$ cat config.mk
export PLATFORM = sky130hd
export DESIGN_NAME = streebog_block_feeder
export DESIGN_NICKNAME = d
export VERILOG_FILES = /design/src/rtl/streebog_block_feeder.sv
export SDC_FILE = /design/constraint.sdc
export NUM_CORES = 1
export LEC_CHECK = 0
export BUFFER_PORTS_ARGS = -buffer_cell sky130_fd_sc_hd__buf_2
export CORE_AREA = 2 2 620 622
export DETAILED_ROUTE_END_ITERATION = 7
export DIE_AREA = 0 0 622 624
export SLEW_MARGIN = 15
export SYNTH_ARGS = -nofsm -noshare
export SYNTH_HDL_FRONTEND = slang
export SYNTH_SLANG_ARGS = --single-unit
$ cat constraint.sdc
create_clock -name clk -period 5.54 [get_ports clk]
set_input_delay 0.831 -clock clk [delete_from_list [all_inputs] [get_ports clk]]
set_output_delay 0.831 -clock clk [all_outputs]
set_load 0.01 [all_outputs]
$ cat src/rtl/streebog_block_feeder.sv
// Streebog block feeder: packs a 32-bit word stream into 512-bit blocks
// and sequences the core's init/update/final commands.
module streebog_block_feeder #(
  parameter int GUARD_CYCLES = 1
) (
  input  logic         clk,
  input  logic         rst_n,
  input  logic         s_valid,
  output logic         s_ready,
  input  logic [31:0]  s_data,
  input  logic         s_last,
  input  logic [2:0]   s_bytes,
  input  logic         short_mode,
  output logic [511:0] core_block,
  output logic [9:0]   core_block_length,
  output logic         core_init,
  output logic         core_update,
  output logic         core_final,
  output logic         core_short_mode,
  input  logic         core_ready,
  input  logic [511:0] core_digest,
  input  logic         core_digest_valid,
  output logic [511:0] digest,
  output logic         digest_valid,
  output logic         busy
);
  localparam int GW =
    (GUARD_CYCLES < 1) ? 1 : $clog2(GUARD_CYCLES + 1);

  typedef enum logic [2:0] {
    IDLE, INIT, FILL, UPD, FIN, WAITD
  } state_t;

  state_t        state, state_n;
  logic [511:0]  blk;
  logic [3:0]    word_cnt;
  logic [9:0]    len;
  logic          fin_pend;
  logic          fresh;
  logic          ready_seen;
  logic          short_q;
  logic [GW-1:0] gcnt;
  logic          accept;
  logic          upd_exit;
  logic          cap;
  logic          guard_done;
  logic [3:0]    slot;
  logic [2:0]    nbytes;
  logic [31:0]   mask;
  logic [31:0]   word;
  logic [9:0]    last_len;

  assign slot = (state == IDLE) ? 4'd0 : word_cnt;
  assign nbytes =
    (s_bytes == 3'd0 || s_bytes > 3'd4) ? 3'd4 : s_bytes;
  // Bytes are MSB-aligned, so the mask keeps the top nbytes bytes.
  assign mask = s_last
    ? ~(32'hFFFF_FFFF >> {nbytes, 3'b000})
    : 32'hFFFF_FFFF;
  assign word = s_data & mask;
  assign last_len =
    {1'b0, slot, 5'd0} + {4'd0, nbytes, 3'd0};
  assign guard_done = !fresh && (gcnt == '0);

  always_comb begin
    state_n     = state;
    s_ready     = 1'b0;
    accept      = 1'b0;
    core_init   = 1'b0;
    core_update = 1'b0;
    core_final  = 1'b0;
    upd_exit    = 1'b0;
    cap         = 1'b0;
    unique case (state)
      IDLE: begin
        s_ready = core_ready && ready_seen;
        accept  = s_valid && s_ready;
        if (accept) state_n = INIT;
      end
      INIT: begin
        core_init = fresh;
        if (guard_done && core_ready)
          state_n = fin_pend ? FIN : FILL;
      end
      FILL: begin
        s_ready = 1'b1;
        accept  = s_valid;
        if (s_valid) begin
          if (s_last)
            state_n = (last_len == 10'd512) ? UPD : FIN;
          else if (word_cnt == 4'd15)
            state_n = UPD;
        end
      end
      UPD: begin
        core_update = fresh;
        if (guard_done && core_ready) begin
          upd_exit = 1'b1;
          state_n  = fin_pend ? FIN : FILL;
        end
      end
      FIN: begin
        core_final = fresh;
        if (guard_done) state_n = WAITD;
      end
      WAITD: begin
        if (core_digest_valid && core_ready) begin
          cap     = 1'b1;
          state_n = IDLE;
        end
      end
      default: state_n = IDLE;
    endcase
  end

  always_comb begin
    core_block_length = 10'd0;
    unique case (1'b1)
      state == UPD:   core_block_length = 10'd512;
      state == FIN:   core_block_length = len;
      state == WAITD: core_block_length = len;
      default:        core_block_length = 10'd0;
    endcase
  end

  always_ff @(posedge clk or negedge rst_n) begin
    if (!rst_n) begin
      state <= IDLE;
      fresh <= 1'b0;
    end else begin
      state <= state_n;
      fresh <= (state_n != state);
    end
  end

  always_ff @(posedge clk or negedge rst_n) begin
    if (!rst_n) begin
      blk          <= '0;
      word_cnt     <= '0;
      len          <= '0;
      fin_pend     <= 1'b0;
      ready_seen   <= 1'b0;
      short_q      <= 1'b0;
      gcnt         <= '0;
      digest       <= '0;
      digest_valid <= 1'b0;
    end else begin
      ready_seen <= ready_seen | core_ready;
      if (fresh)
        gcnt <= GW'(GUARD_CYCLES);
      else if (gcnt != '0)
        gcnt <= gcnt - GW'(1);
      if (accept) begin
        word_cnt <= slot + 4'd1;
        if (state == IDLE) begin
          blk          <= {word, 480'd0};
          short_q      <= short_mode;
          digest_valid <= 1'b0;
          fin_pend     <= 1'b0;
        end else begin
          blk[{~slot, 5'd0} +: 32] <= word;
        end
        // A full final block still needs a trailing empty final.
        if (s_last) begin
          len <= (last_len == 10'd512)
            ? 10'd0 : last_len;
          fin_pend <= (state == IDLE)
            || (last_len == 10'd512);
        end
      end
      if (upd_exit) begin
        blk      <= '0;
        word_cnt <= '0;
      end
      if (state == FIN) fin_pend <= 1'b0;
      if (cap) begin
        digest       <= core_digest;
        digest_valid <= 1'b1;
      end
    end
  end

  assign core_block      = blk;
  assign core_short_mode = short_q;
  assign busy            = (state != IDLE);

endmodule
==> impl_metrics.py, run 1 <==
metrics = {
    "floorplan": {
        "die_area_sq_mm": 0.388,
        "core_area_sq_mm": 0.381,
        "die_h_um": 624,
        "core.rowCount": 227,
        "start_util": 0.102,
        "ios": 1595,
        "die_w_um": 622,
    },
    "synth": {
        "synth.yosys.seq_area_share": 0.669,
        "yosys-top-cells-count": "dfrtp_1, mux2_2, o2bb2ai_1",
        "ys.flop_type": "dfrtp_1",
        "synth_edf_count": 0,
        "syn_inst": 2633,
        "yosys-top-cells-area": "dfrtp_1, mux2_2, o2bb2ai_1, nand2_1, a32o_1",
        "syn_area_sq_mm": 0.0390,
        "synth_seq_cells": 1044,
        "synth_top_area_frac": 0.669,
        "yosysUniqueCellTypes": 59,
        "syn_area_per_cell_sq_um": 14.8,
        "async_reset_ff_frac": 1.00,
        "synth_top_cell_by_area": "dfrtp_1",
        "yosysWarnings": 0,
        "yosysMostFrequentCell": "dfrtp_1",
    },
    "clocking": {
        "clock_latency_ns": 0.88,
        "numCtsBuffers": 144,
        "clk_pin_slew_ns": 0.07,
        "cts_sinks": 1044,
        "cts_resized": 0,
        "post_cts_buffers": 0,
        "clock-root-buffer": "clkbuf_16",
        "clock_path_buffers": 4,
        "htree_levels": 4,
        "cts_hold_buf": 1,
        "cts_tree": "built",
    },
    "timing": {
        "tightest_slew_ns": 1.10,
        "fmax_mhz": 226,
        "relSlewSlack": 0.265,
        "setup_viol_count_final": 0,
        "hold_ws_ns": 0.185,
        "hold_viol_final": 0,
        "fin_tns_setup_ns": 0,
        "rsz0062_at_grt": "false",
        "fin_crit_ns": 4.43,
        "skew_ns": 0.0818,
        "worst_slack_ns": 1.11,
        "period_share": 0.799,
        "drv_slew": 0,
    },
    "drt": {
        "drc": 0,
        "num_vias": 32000,
        "drtAntennaViolNets": 0,
        "wl_per_cell_um": 33.7,
        "viasPerCell": 3.37,
        "dr.pass1.iters": 8,
        "drt_iter0_markers": 2396,
        "wirelength_mm": 319,
    },
    "final_layout": {
        "fin_nets": 4791,
        "seqCellArea_sq_mm": 0.0261,
        "area_delta_synth_final_pct": 49.9,
        "drive_gt1_frac": 0.578,
        "multi_input_area_sq_mm": 0.0123,
        "fin_util": 0.154,
        "stdcell_area_sq_mm": 0.0585,
        "fin_cells": 9472,
        "fillers": 42600,
    },
    "setup_path": {
        "critical_path.endpoint_type": "register",
        "r2r_setup_slack_ns": 1.11,
        "ff2ff_path_depth": 11,
        "cp.required_ns": 6.22,
        "arrival_ns": 5.10,
        "r2r-start": "state[2]$_DFF_PN0_",
        "rr_endpoint": "core_block[92]$_DFFE_PN0P_",
        "crit_path_start_kind": "register",
        "crit_fanout": 24,
        "crit_type": "register to register",
    },
    "grt": {
        "groute.usage.overall": 0.158,
        "grt_overflow": 0,
        "grt_start_max_net_pins": 133,
        "antenna_found_initial": 322,
        "grt_pass1_vias": 31200,
        "grt_first_pass_wirelength_mm": 390,
    },
    "placed_design": {
        "dpl.hpwl_mm": 266,
        "placed_cells": 9122,
        "routabilityCongestion": 0.918,
        "placed_cell_area_sq_mm": 0.0534,
        "io_buffers": 1591,
        "dp_slack_ns": 1.08,
    },
    "pwr": {
        "power_density_mw_per_mm2": 526,
        "power_mw": 30.8,
        "peakVddDrop_uv": 281,
        "leakage_nw": 28.8,
    },
    "min_path": {
        "hold_start": "core_digest[405]",
        "hp-class": "input port to register",
        "hold_depth": 2,
        "holdPathEnd": "digest[405]$_DFFE_PN0P_",
    },
    "run": {
        "maxCapViolCount": 0,
    },
    "outcome": {
        "outcome": "complete, no violations",
    },
}
## where the power goes
group          switching, mW  leakage [nW]  total (mW)  internal (mW)
clock network           4.03          2.36        9.73           5.71
logic                   7.05          12.2        10.3           3.24
registers               1.13          14.2        10.7           9.61
total                   12.2          28.8        30.8           18.6
## worst max-delay path by stage
stage                  startpoint  slack, ns                           to  cells past startpoint
2_1_floorplan  state[2]$_DFF_PN0_       2.35  core_block[453]$_DFFE_PN0P_                     13
3_3_place_gp           s_bytes[0]       1.00  core_block[122]$_DFFE_PN0P_                      8
6_report       state[2]$_DFF_PN0_       1.11   core_block[92]$_DFFE_PN0P_                     11
3_5_place_dp           s_bytes[0]       1.08  core_block[122]$_DFFE_PN0P_                      8
5_1_grt        state[2]$_DFF_PN0_       0.83  core_block[409]$_DFFE_PN0P_                      9
4_1_cts        state[2]$_DFF_PN0_       1.18  core_block[316]$_DFFE_PN0P_                     11
## cell families after synthesis
group	share of synthesized area
compound gates	0.121
xor+xnor	0.00157
fa+ha+maj	0.00192
buf+inv	0.0247
flops	0.669
mux	0.149
other cells	0.0000961
simple gates	0.0327
## registers in the layout (all words and copies together) (netlist names), 3 cells and up
register	cells
len	7
digest	512
state	3
core_block	512
word_cnt	4
## critical path, cell delays in order (launching register included)
cell       delay, ns
dfrtp_1         0.66
nor3_4          0.59
inv_2           0.22
nand2_1         0.23
inv_1           0.09
ha_1            0.35
nor2b_1         0.20
a221o_1         0.23
nand2_1         0.11
nor3_1          0.41
nand3_2         0.77
o2bb2ai_1       0.41
## final cells by class
type,instances,share of cell area
Antenna cell,99,0.00423
Clock buffer,194,0.0708
Clock inverter,56,0.0114
Inverter,8,0.000513
Multi-Input combinational cell,1370,0.210
Sequential cell,1044,0.446
Tap cell,5038,0.108
Timing Repair Buffer,1663,0.149
## layout by cell type, fill, tap and decap left out, types with 29 or more instances in the layout
master / synthesis / final
a32o_1: 64 / 64
o21ai_0: 84 / 83
o2bb2ai_2: 30 / 30
buf_4: 3 / 54
o2bb2ai_1: 303 / 303
clkbuf_16: 0 / 147
nand2_1: 175 / 137
diode_2: 0 / 99
nand2_2: 0 / 32
buf_2: 82 / 1590
mux2_2: 516 / 516
dfrtp_1: 1044 / 1044
clkbuf_8: 0 / 29
## per-layer routing
metal	part of all wire	vias up	GRT usage	wire length [um]
li1	-	13000	-	-
met1	0.38	16300	0.177	120000
met2	0.45	1955	0.250	145000
met3	0.13	611	0.0906	41600
met4	0.040	88	0.0557	12700
met5	0.0018	-	0	573
No activity file was read; power rests on OpenSTA's default activity.
==> run 2, diff against run 1 <==
clock period = 4 ns   (was 5.54 ns; I/O delays follow)
==> run 2 against run 1 <==
  * Global-route usage up 0.076 points
  * Sequential power is 38% higher
  * Cell area increased by 9.8%
  * Hold slack got worse by 0.11 ns
  * Final cell count increased by 6.0%
  * Setup slack lost 0.51 ns
  * Critical endpoint is now core_block[140]$_DFFE_PN0P_
  * Highest routed layer unchanged
==> impl_metrics.py, run 2 (synthesized netlist as in run 1, its figures left out) <==
metrics = {
    "pwr": {
        "peakVddDrop_uv": 307,
        "switchingPower_mw": 16.9,
        "p_int_mw": 26.1,
        "comb_power_share": 0.352,
        "power_density_mw_per_mm2": 670,
        "leakage_nw": 31.3,
        "clkPwrFrac": 0.305,
        "swShare": 0.393,
        "p_seq_frac": 0.343,
    },
    "floorplan": {
        "die_w_um": 622,
        "start_util": 0.102,
        "die_area_sq_mm": 0.388,
        "core.rowCount": 227,
        "core_area_sq_mm": 0.381,
        "die_h_um": 624,
        "ios": 1595,
    },
    "clocking": {
        "htree_levels": 4,
        "post_cts_buffers": 0,
        "clock_latency_ns": 0.84,
        "cts_tree": "built",
        "cts_sinks": 1044,
        "cts_resized": 0,
        "clock-root-buffer": "clkbuf_16",
        "numCtsBuffers": 139,
        "clock_path_buffers": 4,
        "clk_pin_slew_ns": 0.06,
    },
    "final_layout": {
        "layout_common_cells": "buf_2, dfrtp_1, mux2_2",
        "layout_commonest_cell": "buf_2",
        "multi_input_area_sq_mm": 0.0122,
        "seqCellArea_sq_mm": 0.0261,
        "fin_nets": 5381,
        "drive_gt1_frac": 0.522,
        "fillers": 42200,
        "fin_cells": 10000,
        "stdcell_area_sq_mm": 0.0643,
        "area_delta_synth_final_pct": 64.6,
    },
    "grt": {
        "grt_first_pass_wirelength_mm": 397,
        "grt_overflow": 0,
        "groute.usage.overall": 0.159,
        "grt_pass1_vias": 34100,
        "grt_start_max_net_pins": 99,
        "antenna_found_initial": 253,
    },
    "timing": {
        "fin_crit_ns": 3.40,
        "fmax_mhz": 294,
        "tightest_slew_ns": 1.05,
        "relSlewSlack": 0.302,
        "rsz0062_at_grt": "false",
        "worst_slack_ns": 0.603,
        "setup_viol_count_final": 0,
        "hold_viol_final": 0,
        "skew_ns": 0.0816,
        "period_share": 0.849,
        "drv_slew": 0,
        "fin_tns_setup_ns": 0,
    },
    "run": {
        "maxCapViolCount": 0,
    },
    "min_path": {
        "hold_start": "core_digest[47]",
        "hp-class": "input port to register",
    },
    "drt": {
        "wirelength_mm": 321,
        "drc": 0,
        "dr.pass1.iters": 5,
        "viasPerCell": 3.36,
        "wl_per_cell_um": 32.0,
        "num_vias": 33800,
        "drtAntennaViolNets": 0,
        "drt_iter0_markers": 2272,
    },
    "placed_design": {
        "io_buffers": 1591,
        "dp_slack_ns": 0.574,
        "dpl.hpwl_mm": 268,
        "placed_cell_area_sq_mm": 0.0543,
        "placed_cells": 9208,
        "routabilityCongestion": 0.920,
    },
    "setup_path": {
        "critPathLaunch": "state[1]$_DFF_PN0_",
        "crit_top_cell": "buf_4",
        "crit_path_start_kind": "register",
        "worstPathCellList": "nor3_4, inv_2, nand2_1, inv_1, ha_1, buf_4, nor2b_1, a221o_1, nand3_1, o21ai_0, nand2_4, buf_4, o2bb2ai_2",
        "critical_path.endpoint_type": "register",
        "max_stage_delay_ns": 0.57,
        "crit_type": "register to register",
        "cp_slowest_cell": "dfrtp_1",
        "arrival_ns": 4.08,
        "cp_top_family": "compound AO/OA/AOI/OAI gates",
        "r2r-start": "state[1]$_DFF_PN0_",
        "crit_fanout": 20,
        "path_buf_inv": 4,
        "cp.required_ns": 4.68,
    },
    "outcome": {
        "outcome": "complete, no violations",
    },
}
## run 2: cell types whose count changed in the layout (fill, tap and decap cells not counted), sizes merged
| cell | delta |
|---|---|
| diode | -18 |
| clkbuf | +4 |
| dlygate4sd3 | +509 |
| clkinv | -11 |
| bufinv | +3 |
| buf | +86 |
| clkinvlp | -1 |
| inv | -2 |
## run 2: power groups by stage
stage	clock network [mW]	logic [mW]	registers [mW]
floorplan	0	3.82	16.1
global placement	0	15.1	14.8
detailed placement	0	15.1	14.9
CTS	13.6	15.7	14.8
global route	14.0	16.1	15.1
finish	13.1	15.1	14.8
## run 2: cell type report
| class | count | share of cell area |
|---|---|---|
| clock inverter | 45 | 0.0104 |
| sequential | 1044 | 0.407 |
| tap | 5038 | 0.0981 |
| clock buffer | 198 | 0.0623 |
| inverter | 8 | 0.000467 |
| timing repair buffer | 2258 | 0.228 |
| multi-input combinational | 1370 | 0.191 |
| antenna | 81 | 0.00315 |
## run 2: worst paths after layout
check,endpoint,slack (ns),cells after the start
min,digest[47]$_DFFE_PN0P_,0.08,2
max,core_block[140]$_DFFE_PN0P_,0.60,13
max in group asynchronous,digest[507]$_DFFE_PN0P_,2.26,3
min in group asynchronous,digest[316]$_DFFE_PN0P_,0.44,2
min reg2reg,core_block[284]$_DFFE_PN0P_,0.47,2
max reg2reg,core_block[140]$_DFFE_PN0P_,0.60,13
## run 2: timing repair
item | in CTS | in global routing
endpoints found under the setup margin | 0 | 0
hold buffers | 510 | 0
hold endpoints to repair | 576 | 0
## run 2: per-stage QoR
stage                     hold slack (ns)   util  power, mW
after CTS                        0.000557  0.168       44.1
after global placement              0.457  0.142       29.9
after global routing               0.0126  0.168       45.2
final                              0.0802  0.169       43.1
after floorplan                     0.304      -       19.9
after detailed placement            0.457  0.142       30.0
## run 2: worst reg2reg max path, delay by kind of cell (launching register included)
kind	cells	cell delay (ns)
adders and majority gates	1	0.27
buffers and inverters	4	0.62
and+or+nand+nor	5	0.83
DFF	1	0.57
AOI/OAI and AO/OA	3	1.03
## run 2: layer usage
layer,global-route usage,share of wire,up-vias,wire [um]
li1,-,-,14100,-
met1,0.182,0.38,17200,123000
met2,0.252,0.45,1813,144000
met3,0.0824,0.12,580,38500
met4,0.0585,0.046,78,14700
met5,0.00358,0.0021,-,680
==> run 3, diff against run 2 <==
clock period = 2.8 ns   (was 4 ns; I/O delays follow)
==> run 3 against run 2 <==
  * Non-clock buffer count grew 75
  * Register-to-register slack lost 0.46 ns
  * First-iteration DRC count grew 31%
  * Clock skew grew 0.0049 ns
  * Critical path depth shrank 3
  * Sequential share of layout area shrank 0.83 points
  * Clock power grew 46%
  * Critical endpoint is now core_block[158]$_DFFE_PN0P_
==> impl_metrics.py, run 3 (synthesized netlist as in run 1, its figures left out) <==
metrics = {
    "drt": {
        "drt_iter0_markers": 2972,
        "wirelength_mm": 325,
        "dr.pass1.iters": 5,
        "num_vias": 34900,
        "wl_per_cell_um": 32.2,
        "drc": 0,
        "drtAntennaViolNets": 0,
        "viasPerCell": 3.46,
    },
    "placed_design": {
        "io_buffers": 1591,
        "placed_cell_area_sq_mm": 0.0553,
        "dpl.hpwl_mm": 272,
        "routabilityCongestion": 0.911,
        "placed_cells": 9251,
    },
    "timing": {
        "hold_viol_final": 0,
        "fin_crit_ns": 2.66,
        "tightest_slew_ns": 0.696,
        "rsz0062_at_grt": "false",
        "period_share": 0.948,
        "drv_slew": 0,
        "setup_viol_count_final": 0,
        "skew_ns": 0.0865,
        "relSlewSlack": 0.536,
        "fmax_mhz": 377,
    },
    "final_layout": {
        "fin_cells": 10100,
        "layout_commonest_cell": "buf_2",
        "stdcell_area_sq_mm": 0.0656,
        "layout_common_cells": "buf_2, dfrtp_1, dlygate4sd3_1",
        "area_delta_synth_final_pct": 68.1,
        "drive_gt1_frac": 0.527,
        "fin_nets": 5456,
        "fin_util": 0.172,
    },
    "pwr": {
        "switchingPower_mw": 26.2,
        "p_seq_frac": 0.331,
        "p_int_mw": 37.8,
        "power_density_mw_per_mm2": 976,
        "power_mw": 64.0,
        "peakVddDrop_uv": 492,
        "clkPwrFrac": 0.298,
        "comb_power_share": 0.371,
        "leakage_nw": 32.0,
        "swShare": 0.410,
    },
    "clocking": {
        "cts_tree": "built",
        "clock_path_buffers": 4,
        "htree_levels": 4,
        "cts_sinks": 1044,
        "clk_pin_slew_ns": 0.06,
        "clock_latency_ns": 0.86,
        "numCtsBuffers": 138,
        "clock-root-buffer": "clkbuf_16",
    },
    "outcome": {
        "outcome": "complete, no violations",
    },
    "grt": {
        "groute.usage.overall": 0.161,
        "grt_pass1_vias": 35000,
        "grt_overflow": 0,
        "antenna_found_initial": 179,
        "grt_first_pass_wirelength_mm": 404,
        "grt_start_max_net_pins": 96,
    },
    "floorplan": {
        "core.rowCount": 227,
        "die_h_um": 624,
        "core_area_sq_mm": 0.381,
        "die_area_sq_mm": 0.388,
        "start_util": 0.102,
        "die_w_um": 622,
        "ios": 1595,
    },
    "setup_path": {
        "cp.required_ns": 3.48,
        "crit_fanout": 10,
        "crit_path_start_kind": "register",
        "crit_type": "register to register",
        "arrival_ns": 3.34,
        "critical_path.endpoint_type": "register",
    },
    "min_path": {
        "hp-class": "input port to register",
    },
    "run": {
        "maxCapViolCount": 0,
    },
}
-- run 3: cell types whose count changed in the layout (fill, tap and decap cells not counted), sizes merged --
cell,previous run,this run
bufinv,12,14
dlygate4sd3,510,541
clkinvlp,5,3
clkbuf,198,184
inv,16,20
buf,1748,1792
a21oi,6,7
diode,81,62
clkinv,20,29
-- run 3: power by group through the flow --
stage	clock, mW	combinational (mW)	sequential, mW
finish	19.1	23.8	21.2
global route	20.1	25.0	21.7
CTS	19.6	24.3	21.2
detailed placement	0	23.3	21.3
global placement	0	23.5	21.1
floorplan	0	5.65	23.0
-- run 3: repair_timing --
action	4_1_cts	5_1_grt
hold buffers	541	0
pin swaps	0	4
gates resized for setup	1	7
endpoints found under the hold margin	621	0
setup buffers	0	1
endpoints found under the setup margin	7	79
cloned	0	1
-- run 3: worst max-delay path, cell delays in order (launching register included) --
cell	delay, ns
dfrtp_1	0.40
nor3_4	0.22
inv_2	0.08
and2_4	0.19
ha_4	0.23
nor2b_4	0.13
a221o_1	0.18
nand2_1	0.14
or4_4	0.54
buf_4	0.24
o2bb2ai_2	0.18
-- run 3: stage by stage --
stage | worst slack (ns) | hold WS [ns] | TNS, ns
after floorplan | 0.0242 | 0.124 | 0
after global placement | -0.204 | 0.427 | -0.274
after detailed placement | -0.104 | 0.434 | -0.104
after CTS | 0.0318 | 0.00909 | 0
after global routing | 0.0116 | 0.0589 | 0
final | 0.144 | 0.0925 | 0
-- run 3: metal layers --
layer	vias to the layer above	track usage	wire, um
li1	14200	-	-
met1	18000	0.190	127000
met2	2121	0.250	144000
met3	518	0.0830	41400
met4	36	0.0491	11600
met5	-	0.00605	421
-- run 3: final cells by class --
class	count	area, sq um
inverters	8	30.0
fillers	42100	316000
diodes	62	155
clock buffers	184	3900
multi-input cells	1371	12400
flip-flops and latches	1044	26100
well taps	5038	6300
clock inverters	58	841
repair buffers	2333	15900
-- run 3: worst paths after layout --
kind / end / from / slack [ns] / cells after the start
worst max-delay path: core_block[158]$_DFFE_PN0P_ / state[2]$_DFF_PN0_ / 0.14 / 10
worst min-delay path: state[2]$_DFF_PN0_ / core_digest_valid / 0.09 / 4
worst max register to register: core_block[158]$_DFFE_PN0P_ / state[2]$_DFF_PN0_ / 0.14 / 10
worst min register to register: core_block[350]$_DFFE_PN0P_ / core_block[350]$_DFFE_PN0P_ / 0.47 / 2
max in group asynchronous: core_block[473]$_DFFE_PN0P_ / rst_n / 1.37 / 3
min in group asynchronous: core_block[198]$_DFFE_PN0P_ / rst_n / 0.19 / 2
